--- config.mk ---
export PLATFORM = sky130hd
export DESIGN_NAME = wb_stat_poller_flat
export DESIGN_NICKNAME = d
export VERILOG_FILES = /design/src/rtl/wb_stat_poller_if.sv /design/src/rtl/wb_stat_poller.sv /design/src/flat_wrapper.sv
export SDC_FILE = /design/constraint.sdc
export NUM_CORES = 1
export LEC_CHECK = 0
export BUFFER_PORTS_ARGS = -buffer_cell sky130_fd_sc_hd__clkbuf_2
export CAP_MARGIN = 10
export CORE_ASPECT_RATIO = 1.4
export CORE_UTILIZATION = 52
export DETAILED_ROUTE_END_ITERATION = 8
export PLACE_DENSITY = 0.92
export SLEW_MARGIN = 5
export SYNTH_ARGS = -nofsm -noshare
export SYNTH_HDL_FRONTEND = slang
export SYNTH_SLANG_ARGS = --single-unit
--- constraint.sdc ---
create_clock -name clk -period 2.92 [get_ports clk]
set_input_delay 0 -clock clk [delete_from_list [all_inputs] [get_ports clk]]
set_output_delay 0 -clock clk [all_outputs]
set_load 0.02 [all_outputs]
--- src/rtl/wb_stat_poller_if.sv ---
// wb_stat_poller_if: Wishbone read port and status word stream between the poller and its neighbours
// Signals:
//   wb_addr   8   word address {4'h0, index}        wb_rdata  32  read data, valid with wb_ack
//   wb_we     1   write enable (always 0)            wb_cyc    1   bus cycle request
//   wb_ack    1   bus acknowledge                    out_data  32  captured word
//   out_addr  4   index the word came from           out_last  1   last word of a sequence
//   out_err   1   word is a timeout filler           out_valid 1   stream valid
//   out_ready 1   stream ready
// Modports: master = poller side, slave = peripheral / stream sink side.
interface wb_stat_poller_if;
    logic [7:0]  wb_addr;
    logic [31:0] wb_rdata;
    logic        wb_we;
    logic        wb_cyc;
    logic        wb_ack;
    logic [31:0] out_data;
    logic [3:0]  out_addr;
    logic        out_last;
    logic        out_err;
    logic        out_valid;
    logic        out_ready;
    modport master (
        output wb_addr, wb_we, wb_cyc, out_data, out_addr, out_last, out_err, out_valid,
        input  wb_rdata, wb_ack, out_ready
    );
    modport slave (
        input  wb_addr, wb_we, wb_cyc, out_data, out_addr, out_last, out_err, out_valid,
        output wb_rdata, wb_ack, out_ready
    );
endinterface

--- src/rtl/wb_stat_poller.sv ---
// wb_stat_poller: on each trigger, reads every word address set in ADDR_MASK over Wishbone and streams the words out
// Ports:
//   clk      clock
//   rst      asynchronous active-high reset
//   trig     single-cycle poll request
//   busy     a sequence is in progress
//   ovr_cnt  saturating count of dropped triggers
//   bus      wb_stat_poller_if.master: Wishbone read port plus valid/ready word stream
// Optional feature macro POLLER_TIMEOUT_EN: abort a read after TIMEOUT cycles without ack and emit a
// 32'hFFFFFFFF word with out_err=1 in its place. Without it a read waits for ack indefinitely.
module wb_stat_poller #(
    parameter logic [15:0] ADDR_MASK = 16'h00B0
`ifdef POLLER_TIMEOUT_EN
    ,
    parameter logic [7:0]  TIMEOUT   = 8'd32
`endif
) (
    input  logic                    clk,
    input  logic                    rst,
    input  logic                    trig,
    output logic                    busy,
    output logic [7:0]              ovr_cnt,
    wb_stat_poller_if.master        bus
);
    typedef enum logic [1:0] {IDLE, SCAN, REQ, OUT} state_t;
    state_t      state_q, state_d;
    logic [3:0]  idx_q, idx_d;
    logic        pend_q, pend_d;
    logic [7:0]  ovr_q, ovr_d;
    logic [31:0] data_q, data_d;
    logic [3:0]  oaddr_q, oaddr_d;
    logic        last_q, last_d;
    logic        valid_q, valid_d;
    logic [15:0] above;
`ifdef POLLER_TIMEOUT_EN
    logic        err_q, err_d;
    logic [7:0]  tmo_q, tmo_d;
`endif

    always_ff @(posedge clk or posedge rst) begin
        if (rst) begin
            state_q <= IDLE;
            idx_q   <= 4'd0;
            pend_q  <= 1'b0;
            ovr_q   <= 8'd0;
            data_q  <= 32'd0;
            oaddr_q <= 4'd0;
            last_q  <= 1'b0;
            valid_q <= 1'b0;
`ifdef POLLER_TIMEOUT_EN
            err_q   <= 1'b0;
            tmo_q   <= 8'd0;
`endif
        end else begin
            state_q <= state_d;
            idx_q   <= idx_d;
            pend_q  <= pend_d;
            ovr_q   <= ovr_d;
            data_q  <= data_d;
            oaddr_q <= oaddr_d;
            last_q  <= last_d;
            valid_q <= valid_d;
`ifdef POLLER_TIMEOUT_EN
            err_q   <= err_d;
            tmo_q   <= tmo_d;
`endif
        end
    end

    // 5-bit shift amount so index 15 shifts the whole mask out
    assign above = ADDR_MASK >> ({1'b0, idx_q} + 5'd1);

    always_comb begin
        state_d = state_q;
        idx_d   = idx_q;
        pend_d  = pend_q;
        ovr_d   = ovr_q;
        data_d  = data_q;
        oaddr_d = oaddr_q;
        last_d  = last_q;
        valid_d = valid_q;
`ifdef POLLER_TIMEOUT_EN
        err_d   = err_q;
        tmo_d   = tmo_q;
`endif
        // one request may queue behind the running sequence; further ones are counted as dropped
        if (state_q != IDLE && trig) begin
            if (!pend_q)
                pend_d = 1'b1;
            else if (ovr_q != 8'hFF)
                ovr_d = ovr_q + 8'd1;
        end
        case (state_q)
            IDLE: begin
                if (ADDR_MASK != 16'h0000 && (trig || pend_q)) begin
                    idx_d   = 4'd0;
                    pend_d  = 1'b0;
                    state_d = SCAN;
                end
            end
            SCAN: begin
                if (ADDR_MASK[idx_q]) begin
                    state_d = REQ;
`ifdef POLLER_TIMEOUT_EN
                    tmo_d   = 8'd0;
`endif
                end else begin
                    idx_d = idx_q + 4'd1;
                end
            end
            REQ: begin
                if (bus.wb_ack) begin
                    data_d  = bus.wb_rdata;
                    oaddr_d = idx_q;
                    last_d  = (above == 16'h0000);
                    valid_d = 1'b1;
                    state_d = OUT;
`ifdef POLLER_TIMEOUT_EN
                    err_d   = 1'b0;
                end else if (tmo_q == TIMEOUT - 8'd1) begin
                    data_d  = 32'hFFFF_FFFF;
                    oaddr_d = idx_q;
                    last_d  = (above == 16'h0000);
                    err_d   = 1'b1;
                    valid_d = 1'b1;
                    state_d = OUT;
                end else begin
                    tmo_d = tmo_q + 8'd1;
`endif
                end
            end
            OUT: begin
                if (bus.out_ready) begin
                    valid_d = 1'b0;
                    if (last_q) begin
                        state_d = IDLE;
                    end else begin
                        idx_d   = idx_q + 4'd1;
                        state_d = SCAN;
                    end
                end
            end
        endcase
    end

    assign busy          = (state_q != IDLE);
    assign ovr_cnt       = ovr_q;
    assign bus.wb_addr   = {4'h0, idx_q};
    assign bus.wb_we     = 1'b0;
    // driven straight from the state register so an async reset drops the bus request at once
    assign bus.wb_cyc    = (state_q == REQ);
    assign bus.out_data  = data_q;
    assign bus.out_addr  = oaddr_q;
    assign bus.out_last  = last_q;
    assign bus.out_valid = valid_q;
`ifdef POLLER_TIMEOUT_EN
    assign bus.out_err   = err_q;
`else
    assign bus.out_err   = 1'b0;
`endif
endmodule

--- src/flat_wrapper.sv ---
// flat-port wrapper written by rule: the top's interface ports become plain ports
module wb_stat_poller_flat 
#(
    parameter logic [15:0] ADDR_MASK = 16'h00B0

)
  (clk, rst, trig, busy, ovr_cnt, bus_wb_addr, bus_wb_we, bus_wb_cyc, bus_out_data, bus_out_addr, bus_out_last, bus_out_err, bus_out_valid, bus_wb_rdata, bus_wb_ack, bus_out_ready);
  wb_stat_poller_if bus_i ();
  input  logic clk;
  input  logic rst;
  input  logic trig;
  output logic busy;
  output logic [7:0] ovr_cnt;
  output wire logic [$bits(bus_i.wb_addr)-1:0] bus_wb_addr;
  output wire logic [$bits(bus_i.wb_we)-1:0] bus_wb_we;
  output wire logic [$bits(bus_i.wb_cyc)-1:0] bus_wb_cyc;
  output wire logic [$bits(bus_i.out_data)-1:0] bus_out_data;
  output wire logic [$bits(bus_i.out_addr)-1:0] bus_out_addr;
  output wire logic [$bits(bus_i.out_last)-1:0] bus_out_last;
  output wire logic [$bits(bus_i.out_err)-1:0] bus_out_err;
  output wire logic [$bits(bus_i.out_valid)-1:0] bus_out_valid;
  input wire logic [$bits(bus_i.wb_rdata)-1:0] bus_wb_rdata;
  input wire logic [$bits(bus_i.wb_ack)-1:0] bus_wb_ack;
  input wire logic [$bits(bus_i.out_ready)-1:0] bus_out_ready;
  assign bus_wb_addr = bus_i.wb_addr;
  assign bus_wb_we = bus_i.wb_we;
  assign bus_wb_cyc = bus_i.wb_cyc;
  assign bus_out_data = bus_i.out_data;
  assign bus_out_addr = bus_i.out_addr;
  assign bus_out_last = bus_i.out_last;
  assign bus_out_err = bus_i.out_err;
  assign bus_out_valid = bus_i.out_valid;
  assign bus_i.wb_rdata = bus_wb_rdata;
  assign bus_i.wb_ack = bus_wb_ack;
  assign bus_i.out_ready = bus_out_ready;
  wb_stat_poller #(.ADDR_MASK(ADDR_MASK)) u_core (.clk(clk), .rst(rst), .trig(trig), .busy(busy), .ovr_cnt(ovr_cnt), .bus(bus_i));
endmodule
After elaboration in Yosys (flattened, before gate mapping). Memories as Yosys holds them, arrays and structs flattened. Cells that the tools add are included.

$add $sub $neg: 3. Multiply operators: 0. Divide/modulo/power cells: 0. $lt $le $gt $ge: 1. Equality and inequality tests: 10. Shift operators: 1. Muxes and demuxes: 18. Bitwise gates (word level): 0. Reductions and logical operators: 12.

Operator list (number): $logic_not 16->1 (1); $mux 4 (4); $shr 8x5->16 const A (1); $pmux 4 s3 (1); $add 8x1->8 const B (1); $mux 2 (4); $ne 8x8->1 const B (1); $pmux 2 s4 (1); $mux 1 (7); $ne 2x1->1 const B (3); $ne 2x2->1 const B (3); $reduce_and 3->1 (2); $add 4x1->5 const B (1); $lt 4x5->1 const B (1); $reduce_and 5->1 (1); $add 4x1->4 const B (1); $eq 2x2->1 const B (2); $reduce_and 4->1 (1); $reduce_bool 2->1 (2); $reduce_bool 3->1 (1); $eq 2x1->1 const B (1); $logic_not 2->1 (1); $pmux 1 s2 (1); $reduce_and 2->1 (1); 2 further kinds (2).

Flip-flop bits (word level): 53. Bits in latches: 0. Bits in writable memories: 0. Memory bits (read-only): 16. Input bits: 37. Output and inout bits: 58. Logic and storage cells: 54. Memories kept: 1.

Memory list: (name not given) (depth 16, bits a word 1, rd ports 1, clocked after Yosys merged registers in 0, wr ports 0, line wb_stat_poller.sv:102) `if (ADDR_MASK[idx_q]) begin`.

Depth between registers and ports, before layout. Gate-level depths: netlist of the first run.

Depth in word-level cells: 5. Mapped depth: 7. Mapped depth without buffers: 6.

Worst setup path before layout of the first run. OpenSTA, ideal clock, no wires.

Kind: register to register. Start: reg u_core.idx_q[0]. End: reg u_core.last_q, in the netlist u_core.bus.out_last. Arrival: 1.938 ns. Required time: 2.838 ns. Setup slack: 0.900 ns. Cell stages (with the launch flop): 7. Path buffers: 0. Cell sequence: dfrtp_1 -> inv_1 -> ha_1 -> or4b_1 -> o32a_1 -> or3_1 -> a22oi_2.

Word-level cells in the longest chain between the ends: 3.

RTL lines: from (decl) (line wb_stat_poller.sv:27) `logic [3:0] idx_q, idx_d;`; from (signal assigned) (line wb_stat_poller.sv:56) `idx_q <= idx_d;`; $add 4x1->5 (line wb_stat_poller.sv:71) `assign above = ADDR_MASK >> ({1'b0, idx_q} + 5'd1);`; $shr 8x5->16 (line wb_stat_poller.sv:71); $logic_not 16->1 (line wb_stat_poller.sv:115) `last_d = (above == 16'h0000);`; to (signal assigned) (line wb_stat_poller.sv:61) `last_q <= last_d;`; to (decl) (line wb_stat_poller.sv:32) `logic last_q, last_d;`.

No other way between the ends. A chain may end at the register's enable or synchronous reset.

Worst setup path in the final report of the first run. Ends and elaborated chain as after synthesis.

==> flow_summary.json, run 1 <==
{
  "nets": 363,
  "ant_nets": 0,
  "synth.yosys.seq_area_share_pct": 55.4,
  "synth_ff_type": "dfrtp_1",
  "seqCellArea_um2": 1330,
  "via_per_inst": 5.07,
  "hold_buffers": 35,
  "place_ws_ns": 0.838,
  "place_congestion": 0.830,
  "synth_top_cell_by_area": "dfrtp_1",
  "final-setup-viol-count": 0,
  "grt_overflow_total": 0,
  "cts_buffers": 5,
  "synth.distinct_cells": 37,
  "drive_gt1_share_pct": 43.2,
  "start_kind": "register",
  "min_period_ns": 2.12,
  "row_count": 28,
  "dieHeight_um": 82.3,
  "drc": 0,
  "finalSetupTns_ns": 0,
  "rsz0062_at_grt": "no",
  "drv_slew": 0,
  "yosysMostFrequentCell": "dfrtp_1",
  "cp_max_fo": 7,
  "yosysTopAreaCellShare_pct": 55.4,
  "grt_pass1_wl_um": 8540,
  "worst-slew-pin-transition_ns": 1.06,
  "max-cap-violations": 0,
  "syn_area_um2": 2390,
  "worstSkewPairLatency_ns": 0.30,
  "initial_utilization_pct": 55.5,
  "ys_ff_latch": 53,
  "grt_max_degree": 54,
  "critPathKind": "register to register",
  "setup_slack_ns": 0.799,
  "async_flop_share_pct": 100,
  "synth_cells": 191,
  "clock_sink_count": 53,
  "drt_iter0_drc": 56,
  "cp.required_ns": 3.14,
  "post_cts_buffers": 0,
  "avgRoutedWirePerCell_um": 15.1,
  "status": "finished, final reports clean",
  "track_usage_pct": 23.8,
  "hold_class": "input pin to register",
  "core_region_area_um2": 4310,
  "syn_avg_cell_area_um2": 12.5,
  "routed_wirelength_um": 5710,
  "fin_skew_ns": 0.00563,
  "synth_area_leaders": "dfrtp_1 (55%), mux2_2 (17%), ha_1 (5.2%)",
  "vias": 1918,
  "antenna_found_initial": 0,
  "crit_arrival_ns": 2.34,
  "first_global_vias": 1896,
  "yosys_warnings": 0,
  "firstDrtPassIters": 4,
  "finalPower_uw": 3440,
  "die_x_um": 59.3,
  "ir_drop_uv": 634,
  "cts_max_level": 2,
  "max_freq_ghz": 0.472,
  "n_fill_cell": 295,
  "hpwlAfterDp_um": 3630,
  "synth-edff-count": 0,
  "port_buffers": 88,
  "area_delta_synth_final_pct": 38.3,
  "critical_path.endpoint_type": "register",
  "cts_tree": "done",
  "multi_input_area_um2": 988,
  "leakage_uw": 0.00166,
  "p_per_area_nw_per_um2": 1040,
  "slew_headroom_pct": 29.4,
  "path_clk_slew_ns": 0.09,
  "clk_path_buf_depth": 2,
  "post-route-period-util_pct": 72.6,
  "netlist_top_cells_count": "dfrtp_1 (53), mux2_2 (37), nand2_1 (14)",
  "hold_violations": 0,
  "cts-resized-gates": 0,
  "die_area_um2": 4880,
  "root_buffer": "clkbuf_8",
  "io_pins": 95
}
[stage by stage]
step,instance area (um^2),hold slack (ns),instances,utilization [%]
floorplan,2410,0.140,196,-
global placement,2870,0.232,334,66.6
detailed placement,2870,0.236,334,66.6
CTS,3310,0.0201,377,76.8
global route,3310,0.0507,377,76.8
finish,3310,0.0314,378,76.8
[routing by layer]
metal	track usage [%]	part of all wire, %
met4	11.2	3.0
met5	0	0
met3	4.36	3.2
met2	46.3	59
met1	23.7	34
[sequential cells by signal (all words and copies together), names as in the netlist]
signal,count
u_core.bus.out_data,32
u_core.ovr_cnt,8
u_core.bus.out_addr,4
u_core.idx_q,4
u_core.state_q,2
u_core.bus.out_last,1
u_core.bus.out_valid,1
u_core.pend_q,1
[cell families (layout without fill, tap and decap cells)]
group	Yosys count	count (layout)	synth area share, %
multiplexers	39	39	18.2
adder cells (fa/ha/maj)	10	10	5.23
flip-flops	53	53	55.4
AND/OR/NAND/NOR	42	42	9.57
other	1	7	0.157
XOR/XNOR	2	2	0.732
buffers and inverters	20	141	4.08
AO/OA/AOI/OAI	24	24	6.59
[worst max-delay path: stages (launching register included)]
cell,delay [ns]
dfrtp_1,0.45
inv_1,0.20
ha_1,0.20
or4b_1,0.45
o32a_1,0.30
or3_1,0.32
a22oi_2,0.12
[path summary, 6_finish.rpt]
check                                              startpoint                            endpoint  slack (ns)  cells after the start
setup / recovery                  u_core.idx_q[0]$_DFFE_PP0P_     u_core.bus.out_last$_DFFE_PP0P_        0.80                      6
hold / removal                                     bus_wb_ack    u_core.bus.out_valid$_DFFE_PP0P_        0.03                      3
setup reg to reg                  u_core.idx_q[0]$_DFFE_PP0P_     u_core.bus.out_last$_DFFE_PP0P_        0.80                      6
hold reg to reg            u_core.bus.out_addr[2]$_DFFE_PP0P_  u_core.bus.out_addr[2]$_DFFE_PP0P_        0.50                      2
max in group asynchronous                                 rst       u_core.state_q[1]$_DFFE_PP0P_        1.76                      3
min in group asynchronous                                 rst  u_core.bus.out_data[5]$_DFFE_PP0P_        0.50                      3
[cell usage in the layout, fill, tap and decap left out, types with 2 or more instances in the layout]
| cell type | count |
|---|---|
| xor2_1 | 2 |
| a21oi_1 | 7 |
| nand2b_1 | 5 |
| conb_1 | 6 |
| or3_1 | 2 |
| ha_1 | 10 |
| clkbuf_8 | 5 |
| clkbuf_2 | 88 |
| dfrtp_1 | 53 |
| inv_1 | 8 |
| dlygate4sd3_1 | 35 |
| nand3_1 | 3 |
| nand2_1 | 14 |
| mux2i_1 | 2 |
| mux2_2 | 37 |
| nor2_1 | 4 |
| o21ai_0 | 8 |
| and3_1 | 2 |
| nand4_1 | 3 |
[where the power goes]
| part | internal [uW] | switching [uW] | total [uW] |
|---|---|---|---|
| Sequential | 1080 | 258 | 1340 |
| Clock | 171 | 229 | 401 |
| Combinational | 698 | 1000 | 1700 |
[cell type report]
class / instances / share of cell area [%]
Antenna cell: 1 / 0.0756
Clock buffer: 6 / 2.19
Clock inverter: 2 / 0.416
Inverter: 9 / 1.02
Multi-Input combinational cell: 123 / 29.9
Sequential cell: 53 / 40.1
Tap cell: 60 / 2.27
Timing Repair Buffer: 124 / 24.1
Power figures use the tool's default switching activity.
==> run 2: changes to the inputs <==
--- a/config.mk
+++ b/config.mk
@@ -8,9 +8,9 @@
 export BUFFER_PORTS_ARGS = -buffer_cell sky130_fd_sc_hd__clkbuf_2
 export CAP_MARGIN = 10
 export CORE_ASPECT_RATIO = 1.4
-export CORE_UTILIZATION = 52
+export CORE_UTILIZATION = 43
 export DETAILED_ROUTE_END_ITERATION = 8
-export PLACE_DENSITY = 0.92
+export PLACE_DENSITY = 0.82
 export SLEW_MARGIN = 5
 export SYNTH_ARGS = -nofsm -noshare
 export SYNTH_HDL_FRONTEND = slang
==> constraint.sdc (replaced) <==
create_clock -name clk -period 1.8 [get_ports clk]
set_input_delay 0 -clock clk [delete_from_list [all_inputs] [get_ports clk]]
set_output_delay 0 -clock clk [all_outputs]
set_load 0.02 [all_outputs]
==> flow_summary.json, run 2 (synthesis results as in run 1) <==
{
  "start_kind": "register",
  "ir_drop_uv": 865,
  "leakage_uw": 0.00171,
  "violations": "negative setup slack",
  "drc": 0,
  "place_congestion": 0.886,
  "io_pins": 95,
  "routed_wirelength_um": 5700,
  "timing.rr.start": "u_core.idx_q[1]$_DFFE_PP0P_",
  "ant_nets": 0,
  "worstSkewPairLatency_ns": 0.30,
  "finalSetupTns_ns": -0.0795,
  "post-route-period-util_pct": 104,
  "reg2reg_slack_ns": -0.08,
  "fin_skew_ns": 0.00894,
  "combPwrFrac_pct": 51.6,
  "cts_buffers": 5,
  "via_per_inst": 4.95,
  "slew_headroom_pct": 54.0,
  "cp.required_ns": 2.03,
  "nets": 373,
  "crit_start": "u_core.idx_q[1]$_DFFE_PP0P_",
  "cts_tree": "done",
  "power_switching_uw": 2450,
  "max-cap-violations": 0,
  "final-setup-viol-count": 1,
  "rsz0062_at_grt": "yes",
  "clock_sink_count": 53,
  "vias": 1947,
  "hp-start": "bus_wb_ack",
  "switching_share_pct": 42.5,
  "crit_arrival_ns": 2.11,
  "clk_path_buf_depth": 2,
  "die_area_um2": 5870,
  "cp_slowest_cell": "dfrtp_2",
  "hpwlAfterDp_um": 3840,
  "n_fill_cell": 422,
  "clkPwrFrac_pct": 11.4,
  "port_buffers": 88,
  "critPathKind": "register to register",
  "min_period_ns": 1.88,
  "status": "complete, but fails checks",
  "drive_gt1_share_pct": 47.7,
  "worst-slew-pin-transition_ns": 0.690,
  "final_cell_mix": "clkbuf_2 (88), dfrtp_1 (51), mux2_2 (37)",
  "internal_power_uw": 3310,
  "area_delta_synth_final_pct": 44.1,
  "multi_input_area_um2": 1020,
  "root_buffer": "clkbuf_8",
  "hold_class": "input pin to register",
  "antenna_found_initial": 0,
  "post_cts_buffers": 0,
  "grt_max_degree": 39,
  "pwr-share-seq_pct": 37.0,
  "whs_ns": 0.0173,
  "track_usage_pct": 20.2,
  "n_antenna_cell": 0,
  "cts_max_level": 2,
  "avgRoutedWirePerCell_um": 14.5,
  "core_region_area_um2": 5280,
  "cp_max_fo": 4,
  "row_count": 31,
  "drv_slew": 0,
  "initial_utilization_pct": 45.4,
  "path_cells": "ha_2, or4b_1, o32a_1, or3_1, a22oi_2",
  "drt_iter0_drc": 115,
  "critPathMaxStageDelay_ns": 0.45,
  "critical_path.endpoint_type": "register",
  "path_clk_slew_ns": 0.09,
  "grt_overflow_total": 0,
  "max_freq_ghz": 0.532,
  "die_x_um": 65.1,
  "first_global_vias": 2019,
  "final_common_cell": "clkbuf_2",
  "largest_reg_flops": 32,
  "setup_slack_ns": -0.0795,
  "firstDrtPassIters": 4,
  "grt_pass1_wl_um": 9170,
  "seqCellArea_um2": 1330,
  "p_per_area_nw_per_um2": 1670,
  "dieHeight_um": 90.3,
  "hold_violations": 0
}
-- run 2: cell types whose count changed in the layout (fill, tap and decap cells not counted), moves of 2 or more --
cell,delta
buf_4,+8
dfrtp_1,-2
buf_12,+2
clkinvlp_4,+2
dfrtp_2,+2
inv_1,-3
inv_2,+3
ha_4,+2
ha_1,-3
-- run 2: stage by stage --
stage / area (um^2) / instances / util, % / worst slack (ns) / power, uW
5_1_grt: 3450 / 393 / 65.4 / -0.148 / 6140
3_3_place_gp: 2980 / 350 / 56.5 / -0.0591 / 4870
6_report: 3450 / 393 / 65.4 / -0.0795 / 5750
2_1_floorplan: 2420 / 196 / - / -0.126 / 3950
3_5_place_dp: 2980 / 350 / 56.5 / -0.0768 / 5010
4_1_cts: 3420 / 393 / 64.9 / -0.0601 / 5730
-- run 2: worst paths after layout --
kind	end	cells past startpoint
max in group asynchronous	u_core.ovr_cnt[7]$_DFFE_PP0P_	4
max reg2reg	u_core.bus.out_last$_DFFE_PP0P_	5
min	u_core.bus.out_valid$_DFFE_PP0P_	3
max	u_core.bus.out_last$_DFFE_PP0P_	5
min reg2reg	u_core.bus.out_addr[2]$_DFFE_PP0P_	2
min in group asynchronous	u_core.bus.out_data[8]$_DFFE_PP0P_	3
-- run 2: metal layers --
layer	GRT usage, %	vias up	routed length [um]
met5	0	-	0
met4	9.60	0	166
met3	2.90	13	211
met2	37.9	59	3210
met1	21.3	951	2110
li1	-	924	-
-- run 2: power by group through the flow --
stage / Clock, uW / Sequential (uW) / Combinational [uW]
after global routing: 731 / 2200 / 3210
after global placement: 0 / 2090 / 2770
after CTS: 682 / 2110 / 2940
after floorplan: 0 / 2760 / 1190
final: 653 / 2130 / 2970
after detailed placement: 0 / 2130 / 2870
-- run 2: final cells by class --
class / instances / share of cell area, %
inverter: 9 / 0.980
multi-input combinational: 123 / 29.5
sequential: 53 / 38.5
clock buffer: 6 / 2.10
clock inverter: 2 / 0.435
tap: 66 / 2.39
timing repair buffer: 134 / 26.1
-- run 2: what timing repair did --
item	CTS	global route
hold buffers	35	0
hold endpoints to repair	65	0
resized for setup	1	7
pin swaps	0	0
gates cloned	0	0
endpoints found under the setup margin	1	9
-- run 2: worst max-delay path: cells and delay by family, from the launching register on --
kind	cells	cell delay [ns]
adder cells (fa/ha/maj)	1	0.18
AND/OR/NAND/NOR	2	0.77
flip-flops	1	0.45
AO/OA/AOI/OAI	2	0.41
